`config.mk`:
```
export PLATFORM = sky130hd
export DESIGN_NAME = serial_add_ctrl
export DESIGN_NICKNAME = d
export VERILOG_FILES = /design/src/rtl/serial_add_ctrl.sv
export SDC_FILE = /design/constraint.sdc
export NUM_CORES = 1
export LEC_CHECK = 0
export CELL_PAD_IN_SITES_DETAIL_PLACEMENT = 1
export CELL_PAD_IN_SITES_GLOBAL_PLACEMENT = 2
export CORE_AREA = 2 2 77 79
export CTS_BUF_LIST = sky130_fd_sc_hd__clkbuf_2
export DETAILED_ROUTE_END_ITERATION = 10
export DIE_AREA = 0 0 79 81
export GPL_ROUTABILITY_DRIVEN = 0
export PLACE_DENSITY_LB_ADDON = 0.1
export SYNTH_ARGS = -nofsm -noshare
export SYNTH_HDL_FRONTEND = slang
export SYNTH_HIERARCHICAL = 1
export SYNTH_SLANG_ARGS = --single-unit
```
`constraint.sdc`:
```
create_clock -name clk -period 1.5 [get_ports clk]
set_input_delay 0.225 -clock clk [delete_from_list [all_inputs] [get_ports clk]]
set_output_delay 0.225 -clock clk [all_outputs]
set_load 0.005 [all_outputs]
```
`src/rtl/serial_add_ctrl.sv`:
```
// Bit-serial adder controller: one full_adder cell walks WIDTH-bit operands LSB first.
// Optional macro SERIAL_ADD_CTRL_SUB_EN adds a 'sub' port for a - b via two's complement.

module full_adder (
   input  logic a,
   input  logic b,
   input  logic ci,
   output logic s,
   output logic co
);
   assign s  = a ^ b ^ ci;
   assign co = (a & b) | (ci & (a ^ b));
endmodule

module serial_add_ctrl #(
   parameter int WIDTH = 8
) (
   input  logic             clk,
   input  logic             rst_n,
   input  logic             start,
   input  logic [WIDTH-1:0] a,
   input  logic [WIDTH-1:0] b,
   input  logic             cin,
`ifdef SERIAL_ADD_CTRL_SUB_EN
   input  logic             sub,
`endif
   output logic             busy,
   output logic             done,
   output logic [WIDTH-1:0] sum,
   output logic             cout
);
   localparam int CW = $clog2(WIDTH + 1);

   typedef enum logic [1:0] {IDLE, RUN, DONE} state_t;

   state_t           state, state_nxt;
   logic [WIDTH-1:0] a_sr, b_sr;
   logic [WIDTH-2:0] sum_sr;
   logic             carry;
   logic [CW-1:0]    cnt;
   logic             fa_s, fa_co;
   logic             accept, last, sub_i;

`ifdef SERIAL_ADD_CTRL_SUB_EN
   assign sub_i = sub;
`else
   assign sub_i = 1'b0;
`endif

   full_adder u_fa (
      .a  (a_sr[0]),
      .b  (b_sr[0]),
      .ci (carry),
      .s  (fa_s),
      .co (fa_co)
   );

   assign last = (cnt == CW'(WIDTH - 1));

   always_ff @(posedge clk or negedge rst_n) begin
      if (!rst_n) state <= IDLE;
      else        state <= state_nxt;
   end

   // DONE accepts a new start exactly like IDLE so back-to-back ops have no bubble.
   always_comb begin
      state_nxt = state;
      accept    = 1'b0;
      busy      = 1'b0;
      done      = 1'b0;
      case (state)
         IDLE: if (start) begin
            accept    = 1'b1;
            state_nxt = RUN;
         end
         RUN: begin
            busy = 1'b1;
            if (last) state_nxt = DONE;
         end
         DONE: begin
            done = 1'b1;
            if (start) begin
               accept    = 1'b1;
               state_nxt = RUN;
            end else begin
               state_nxt = IDLE;
            end
         end
         default: state_nxt = IDLE;
      endcase
   end

   always_ff @(posedge clk or negedge rst_n) begin
      if (!rst_n) begin
         a_sr   <= '0;
         b_sr   <= '0;
         sum_sr <= '0;
         carry  <= 1'b0;
         cnt    <= '0;
         sum    <= '0;
         cout   <= 1'b0;
      end else if (accept) begin
         a_sr  <= a;
         b_sr  <= sub_i ? ~b : b;
         carry <= sub_i ? 1'b1 : cin;
         cnt   <= '0;
      end else if (state == RUN) begin
         // Sum bits enter at the top; after WIDTH-1 shifts sum_sr holds bits WIDTH-2..0.
         sum_sr <= (sum_sr >> 1) | ((WIDTH-1)'(fa_s) << (WIDTH - 2));
         a_sr   <= a_sr >> 1;
         b_sr   <= b_sr >> 1;
         carry  <= fa_co;
         cnt    <= cnt + CW'(1);
         if (last) begin
            sum  <= {fa_s, sum_sr};
            cout <= fa_co;
         end
      end
   end
endmodule
```
; ---- Yosys cells after proc, flatten, opt, wreduce, memory -nomap -nowiden
; Cells that the tools add are included.
[word_totals]
reg_bits = 39
inputBits = 20
out_inout_bits = 11
elab_cells = 43
[op_classes]
n_addsub = 1
n_eq_ne = 5
muxes = 16
bitwise = 7
n_reduce_logical = 6
[op_table]
columns = op, count
row1 = two-way mux 8 bit, 4
row2 = two-way mux 4 bit, 2
row3 = two-way mux 1 bit, 7
row4 = OR 6 x 7 -> 7 bit, 1
row5 = case mux 2 bit (3 select lines), 1
row6 = "adder 4 x 1 -> 4 bit, second input constant", 1
row7 = "== test 4 x 3 -> 1 bit, second input constant", 1
row8 = two-way mux 2 bit, 2
row9 = "inequality test 2 bit, second input constant", 2
row10 = AND reduction 2 bit, 2
row11 = AND reduction 3 bit, 1
row12 = AND 1 bit, 2
row13 = "== test 2 x 1 -> 1 bit, second input constant", 1
row14 = "== test 2 bit, second input constant", 1
row15 = logical NOT 2 bit, 1
row16 = nonzero test 2 bit, 1
row17 = OR reduction 2 bit, 1
row18 = XOR 1 bit, 2
row19 = NOT 1 bit, 1
row20 = OR 1 bit, 1

; ---- Logic depth before layout (Yosys ltp)
; Gate-level depths: netlist of run 1.
[logic_depth]
word_depth = 5
mapped_depth = 7
mapped_depth_nobuf = 4

; ---- By module
; The synthesis of run 1 kept the hierarchy.
[by_module_without_submodules]
columns = module, n_inst, cells_each, area_each_um2, seq_area_each_um2
row1 = serial_add_ctrl, 1, 159, 1620.3, 975.9
row2 = full_adder, 1, 1, 20.0, 0.0

; ---- Worst setup path before layout of run 1
; No wires, ideal clock.
[synth_timing]
path_type = register to register
from = register state[1]
to = register cout
setup_time_ns = 0.125
t_arrival_ns = 1.325
t_required_ns = 1.375
setup_slack_ns = 0.050
stages_incl_launch_ff = 5
n_path_buf = 1
synth_period_minus_slack_ns = 1.450
cell_sequence = dfrtp_1 nand2b_1 buf_6 nor3_4 mux2_2
[synth_via]
elab_chain_len = 5
word_cells_on_any_way = 7
classes_between = 2 x eq/ne / 1 x mux / 1 x bitwise / 3 x reduce/logical
[synth_lines]
columns = item, line_no
row1 = from (decl), 36  ; state_t state, state_nxt;
row2 = from (signal assigned), 62  ; else state <= state_nxt;
row3 = == test 2 bit / logical NOT 2 bit (equally long branches), 71  ; case (state)
row4 = OR reduction 2 bit (no source line), --
row5 = two-way mux 1 bit, --
row6 = NOT 1 bit (no source line), --
row7 = AND reduction 3 bit (no source line) (*), --
row8 = to (signal assigned), 116  ; cout <= fa_co;
row9 = to (decl), 30  ; output logic cout
; Every way passes the cells marked *; elsewhere a longest branch is shown, timed or not.
; A chain may end at the register's enable or synchronous reset.

; ---- Worst setup path after layout of run 1
[layout_timing]
from = register cnt[0]
to = register sum[3]
[layout_via]
elab_chain_len = 2
[layout_lines]
columns = item, line_no
row1 = from (decl), 40  ; logic [CW-1:0] cnt;
row2 = from (signal assigned), 113  ; cnt <= cnt + CW'(1);
row3 = == test 4 x 3 -> 1 bit, 58  ; assign last = (cnt == CW'(WIDTH - 1));
row4 = AND reduction 3 bit (no source line), --
row5 = to (signal assigned), 115  ; sum <= {fa_s, sum_sr};
row6 = to (decl), 29  ; output logic [WIDTH-1:0] sum,
; No other way between the ends.

==> results.cfg, run 1 <==
[timing]
relSlewSlack = 0.695
grt_setup_unrepaired = true
finClkSkew_ns = 0.00696
hold_viol_final = 0
tightest_slew_ns = 0.458
post-route-min-period_ns = 1.44
setup_slack_ns = 0.0607
max_freq_mhz = 695
post-route-period-util = 0.960
slew_viol_final = 0
setup_viol = 0

[route]
viasPerCell = 4.48
vias = 1233
wirelength_um = 3690
first_pass_iters = 4
drt_iter0_drc = 25
drtAntennaViolNets = 0
drc_errors = 0
wl_per_cell_um = 13.4

[finish]
diodes = 0
fillCellCount = 661
layoutNonFillerInstCount = 275
nNetsFinal = 221
final_util = 0.382
drive_gt1_frac = 0.185
area_growth_pct = 32.3

[worst_setup_path]
critPathMaxStageDelay_ns = 0.42
critPathKind = reg2reg
cp.required_ns = 1.80
crit_path_end_kind = flop
critPathLaunchType = flop
cp_data_arrival_time_ns = 1.73
cp_max_fo = 10
crit_slowest_cell = dfrtp_1
critical_path.cell_chain = ha_2, nand2_2, nor3_4, buf_12, mux2_2
reg2reg_depth = 5

[clocking]
insertion_delay_ns = 0.38
cts_tree = done
cts_buffers = 5
cts_root_buf = clkbuf_2
path_clk_slew_ns = 0.20
clock-sinks = 39
cts_buffer_depth = 2
h-tree-depth = 2

[pwr]
clock_power_share = 0.146
switching_power_mw = 1.54
power.share.sequential = 0.433
intPower_mw = 2.71
ir_worst_vdd_mv = 0.593
p_leak_nw = 1.01
sw_frac_of_total = 0.362
powerDensity_nw_per_um2 = 1960
power_frac_comb = 0.421

[grt]
grt_remaining_overflow = 0
grt_pass1_vias = 1384
grt_max_degree = 31
grtUsageTotal = 0.132
grt_pass1_wl_um = 6470
antenna_found_initial = 0

[logic_synthesis]
syn_avg_cell_area_um2 = 10.3
synth.largest_area_cell = dfrtp_1
yosys_warnings = 6
synth_nets = 182
synth_cell_types = 24
synthTopCellsByArea = dfrtp_1 59%, nand2_1 12%, mux2_2 6.9%
syn_area_um2 = 1640
synthCells = 160
ys_ff_latch = 39
yosysTopAreaCellShare = 0.595
seq_area_frac_synth = 0.595

[placement]
port_buffers = 30
pre_cts_ws_ns = 0.0212
dp_hpwl_um = 2580
placed_cells = 263

[floorplanning]
die_y_um = 81
design.core.area_um2 = 5680
rows = 28
ioPinCount = 31
initial_core_util = 0.289
die_area_um2 = 6400
die_w_um = 79

[outcome]
outcome = finished, final reports clean

[run]
drv_cap = 0

[min_path]
hp-class = in2async
-- path summary, 6_finish.rpt --
path	from	endpoint	slack [ns]
worst max-delay path	cnt[0]	sum[3]	0.06
worst min-delay path	rst_n	a_sr[7]	0.29
worst max register to register	cnt[0]	sum[3]	0.06
worst min register to register	sum_sr[0]	sum_sr[0]	0.52
max in group asynchronous	rst_n	state[0]	0.73
min in group clk	b[7]	b_sr[7]	0.36
-- power by group through the flow --
| stage | Clock [mW] | Combinational [mW] | Sequential, mW |
|---|---|---|---|
| after floorplan | 0 | 1.12 | 1.81 |
| after global placement | 0 | 1.79 | 1.85 |
| after detailed placement | 0 | 1.85 | 1.88 |
| after CTS | 0.653 | 1.82 | 1.85 |
| after global routing | 0.698 | 2.06 | 1.92 |
| final | 0.620 | 1.79 | 1.84 |
-- area by class of cell --
class                           count  area, µm²  area share
Inverter                            1       6.26     0.00288
Multi-Input combinational cell    110        626       0.288
Clock inverter                      3       38.8      0.0179
Sequential cell                    39        977       0.450
Clock buffer                        5       25.0      0.0115
Tap cell                           75       93.8      0.0432
Timing Repair Buffer               42        404       0.186
-- placed cells by master, fill, tap and decap left out, types with 3 or more instances in the layout --
cell	count
mux2_2	10
dlygate4sd2_1	9
clkbuf_2	6
dfrtp_1	38
a22oi_1	3
nand3_1	4
clkdlybuf4s50_1	18
a31oi_1	11
nor2_1	13
buf_4	8
nand2_1	51
buf_12	3
-- routing by layer --
metal | GRT usage | vias up | routed length [µm]
met4 | 0.0414 | 0 | 33
li1 | - | 607 | -
met3 | 0.0389 | 4 | 143
met5 | 0 | - | 0
met2 | 0.230 | 22 | 1820
met1 | 0.159 | 600 | 1700
-- worst max-delay path, delay by kind of cell, from the launching register on --
kind                       cells  cell delay (ns)
DFF                            1             0.42
muxes                          1             0.33
and+or+nand+nor                2             0.24
adders and majority gates      1             0.21
buffers and inverters          1             0.16
-- kinds of logic (layout without fill, tap and decap cells) --
kind of cell               Yosys count  count (layout)  synth area share
buffers and inverters               11              51            0.0313
DFF                                 39              39             0.595
muxes                               12              12            0.0809
adders and majority gates            2               2            0.0198
AOI/OAI and AO/OA                   20              20            0.0793
and+or+nand+nor                     76              76             0.194
-- state kept, by name (all words and copies together), names as in the netlist --
register and flops:
sum_sr 7, cout 1, state 2, cnt 4, a_sr 8, carry 1, b_sr 8, sum 8
-- metrics by stage --
| stage | power, mW | TNS, ns | hold WS [ns] | area (µm²) |
|---|---|---|---|---|
| global placement | 3.64 | 0 | 0.195 | 2080 |
| detailed placement | 3.72 | 0 | 0.200 | 2080 |
| CTS | 4.32 | 0 | 0.266 | 2160 |
| global route | 4.68 | -0.0346 | 0.256 | 2170 |
| floorplan | 2.93 | 0 | -0.0706 | 1640 |
| finish | 4.25 | 0 | 0.286 | 2170 |
-- cells in the mapped netlist --
| cell | count |
|---|---|
| dfrtp_1 | 39 |
| nand4_1 | 1 |
| a22o_1 | 2 |
| nand2_1 | 52 |
| clkbuf_1 | 7 |
| nor3_4 | 1 |
| ha_1 | 1 |
| nor2b_1 | 1 |
| nor3_1 | 1 |
| a31oi_1 | 11 |
| mux2i_1 | 2 |
| a22oi_1 | 3 |
| inv_1 | 1 |
| and2b_1 | 1 |
| nand2b_1 | 2 |
| buf_2 | 2 |
| o21ai_0 | 2 |
| mux2_2 | 10 |
| buf_6 | 1 |
| a21oi_1 | 1 |
| nand3_1 | 4 |
| o22ai_1 | 1 |
| fa_1 | 1 |
| nor2_1 | 13 |
-- timing repair --
action,4_1_cts,5_1_grt
hold buffers,1,0
endpoints found under the setup margin,13,11
hold endpoints to repair,17,0
resized for setup,18,5
pin swaps,0,0
buffers inserted,1,2
Power figures use the tool's default switching activity.
==> run 2, diff against run 1 <==
Settings changed: CORE_AREA 2 2 77 79 to 2 2 59 103, DIE_AREA 0 0 79 81 to 0 0 61 105.
==> run 2 against run 1 <==
- the flow now finishes with violations (negative setup slack)
- critical path type unchanged
- global-route usage up 1.0 points
- routed wire length rose by 8.9%
- final cell count up 2.9%
==> results.cfg, run 2 (synthesized netlist as in run 1, its figures left out) <==
[worst_setup_path]
rrSetupSlack_ns = -0.01
reg2reg_from = cnt[0]
cp_max_fo = 10
critPathLaunchType = flop
cp.required_ns = 1.78
crit_path_end_kind = flop
r2r_end = sum[1]
critPathKind = reg2reg
reg2reg_depth = 5
critical_path.cell_chain = ha_2, nand2_2, nor3_4, buf_12, mux2_2
crit_slowest_cell = dfrtp_1
cp_data_arrival_time_ns = 1.79
cpLargestDelayFamily = flip-flops
critPathMaxStageDelay_ns = 0.45
worst-path-buf-inv = 1

[run]
drv_cap = 0

[pwr]
power.total_mw = 4.27
ir_worst_vdd_mv = 0.842
powerDensity_nw_per_um2 = 1930
p_leak_nw = 1.03

[finish]
final_cell_mix = 51 x nand2_1, 39 x dfrtp_1, 18 x clkdlybuf4s50_1
diodes = 0
area_growth_pct = 34.5
reg_top3 = a_sr: 8 flops, b_sr: 8 flops, sum: 8 flops
nNetsFinal = 228
final_common_cell = nand2_1
drive_gt1_frac = 0.213
design_area_um2 = 2210
layoutNonFillerInstCount = 283
final_util = 0.398

[clocking]
clock-sinks = 39
cts_buffers = 5
cts_root_buf = clkbuf_2
cts_tree = done
cts_buffer_depth = 2
h-tree-depth = 2
path_clk_slew_ns = 0.19
insertion_delay_ns = 0.38

[floorplanning]
design.core.area_um2 = 5540
ioPinCount = 31
die_w_um = 61
initial_core_util = 0.296
die_y_um = 105
rows = 36
die_area_um2 = 6410

[timing]
grt_setup_unrepaired = true
hold-worst-slack_ns = 0.381
tightest_slew_ns = 0.511
setup_slack_ns = -0.0100
finClkSkew_ns = 0.0133
max_freq_mhz = 662
setup_viol = 3
post-route-min-period_ns = 1.51
relSlewSlack = 0.659
slew_viol_final = 0
tns_ns = -0.0243
hold_viol_final = 0
post-route-period-util = 1.01

[route]
drt_iter0_drc = 20
drtAntennaViolNets = 0
viasPerCell = 4.58
drc_errors = 0
first_pass_iters = 3
wl_per_cell_um = 14.2
wirelength_um = 4020
vias = 1295

[placement]
placed_cells = 268
port_buffers = 30
dp_hpwl_um = 2840
pre_cts_ws_ns = -0.0244
place_area_um2 = 2100

[grt]
grtUsageTotal = 0.143
antenna_found_initial = 0
grt_remaining_overflow = 0
grt_pass1_vias = 1494
grt_pass1_wl_um = 6870
grt_max_degree = 40

[min_path]
hp-class = in2reg
min_from = b[7]
hold_depth = 3
min_to = b_sr[7]

[outcome]
violations = negative setup slack
outcome = complete, but fails checks
## run 2: changes by cell type in the layout (fill, tap and decap cells not counted), sizes merged
cell,previous run,this run
buf,13,20
bufinv,1,0
clkbuf,6,7
## run 2: worst min-delay path: stages
cell and delay [ns]:
clkdlybuf4s50_1 0.40, nand2_1 0.06, a21oi_1 0.06
## run 2: what timing repair did
item,4_1_cts,5_1_grt
endpoints found under the setup margin,20,13
cloned,0,0
gates resized for setup,20,7
hold endpoints to repair,39,0
buffers inserted,6,1
hold buffers,1,0
## run 2: per-layer routing
metal  vias up  GRT usage  wire [µm]
li1        621          -          -
met1       645      0.156       1520
met2        24      0.250       2280
met3         5     0.0359        147
met4         0     0.0559         74
met5         -          0          0
## run 2: how the worst max path moves through the flow
stage,end,depth (start not counted),start
detailed placement,sum[5],5,state[1]
CTS,busy,4,state[0]
global placement,sum[6],5,state[1]
finish,sum[1],5,cnt[0]
global route,sum[1],5,cnt[0]
floorplan,cout,4,state[1]
## run 2: report_power, final
part | internal [mW] | switching, mW | total [mW] | leakage (nW)
Combinational | 1.01 | 0.965 | 1.97 | 0.523
Sequential | 1.54 | 0.316 | 1.86 | 0.482
Clock | 0.112 | 0.326 | 0.439 | 0.0281
Total | 2.66 | 1.61 | 4.27 | 1.03
## run 2: area by class of cell
cell class | instances | area (µm²)
Multi-Input combinational cell | 110 | 642
Inverter | 1 | 3.75
Tap cell | 76 | 95.1
Clock buffer | 6 | 30.0
Timing Repair Buffer | 49 | 452
Fill cell | 663 | 3330
Sequential cell | 39 | 976
Clock inverter | 2 | 7.51
==> run 3, diff against run 2 <==
Settings changed: CAP_MARGIN set to 20, CTS_CLUSTER_DIAMETER set to 80, CTS_CLUSTER_SIZE set to 40.
==> results of run 3 <==
Same layout as run 2: the final DEF is identical, and so are final timing and power.
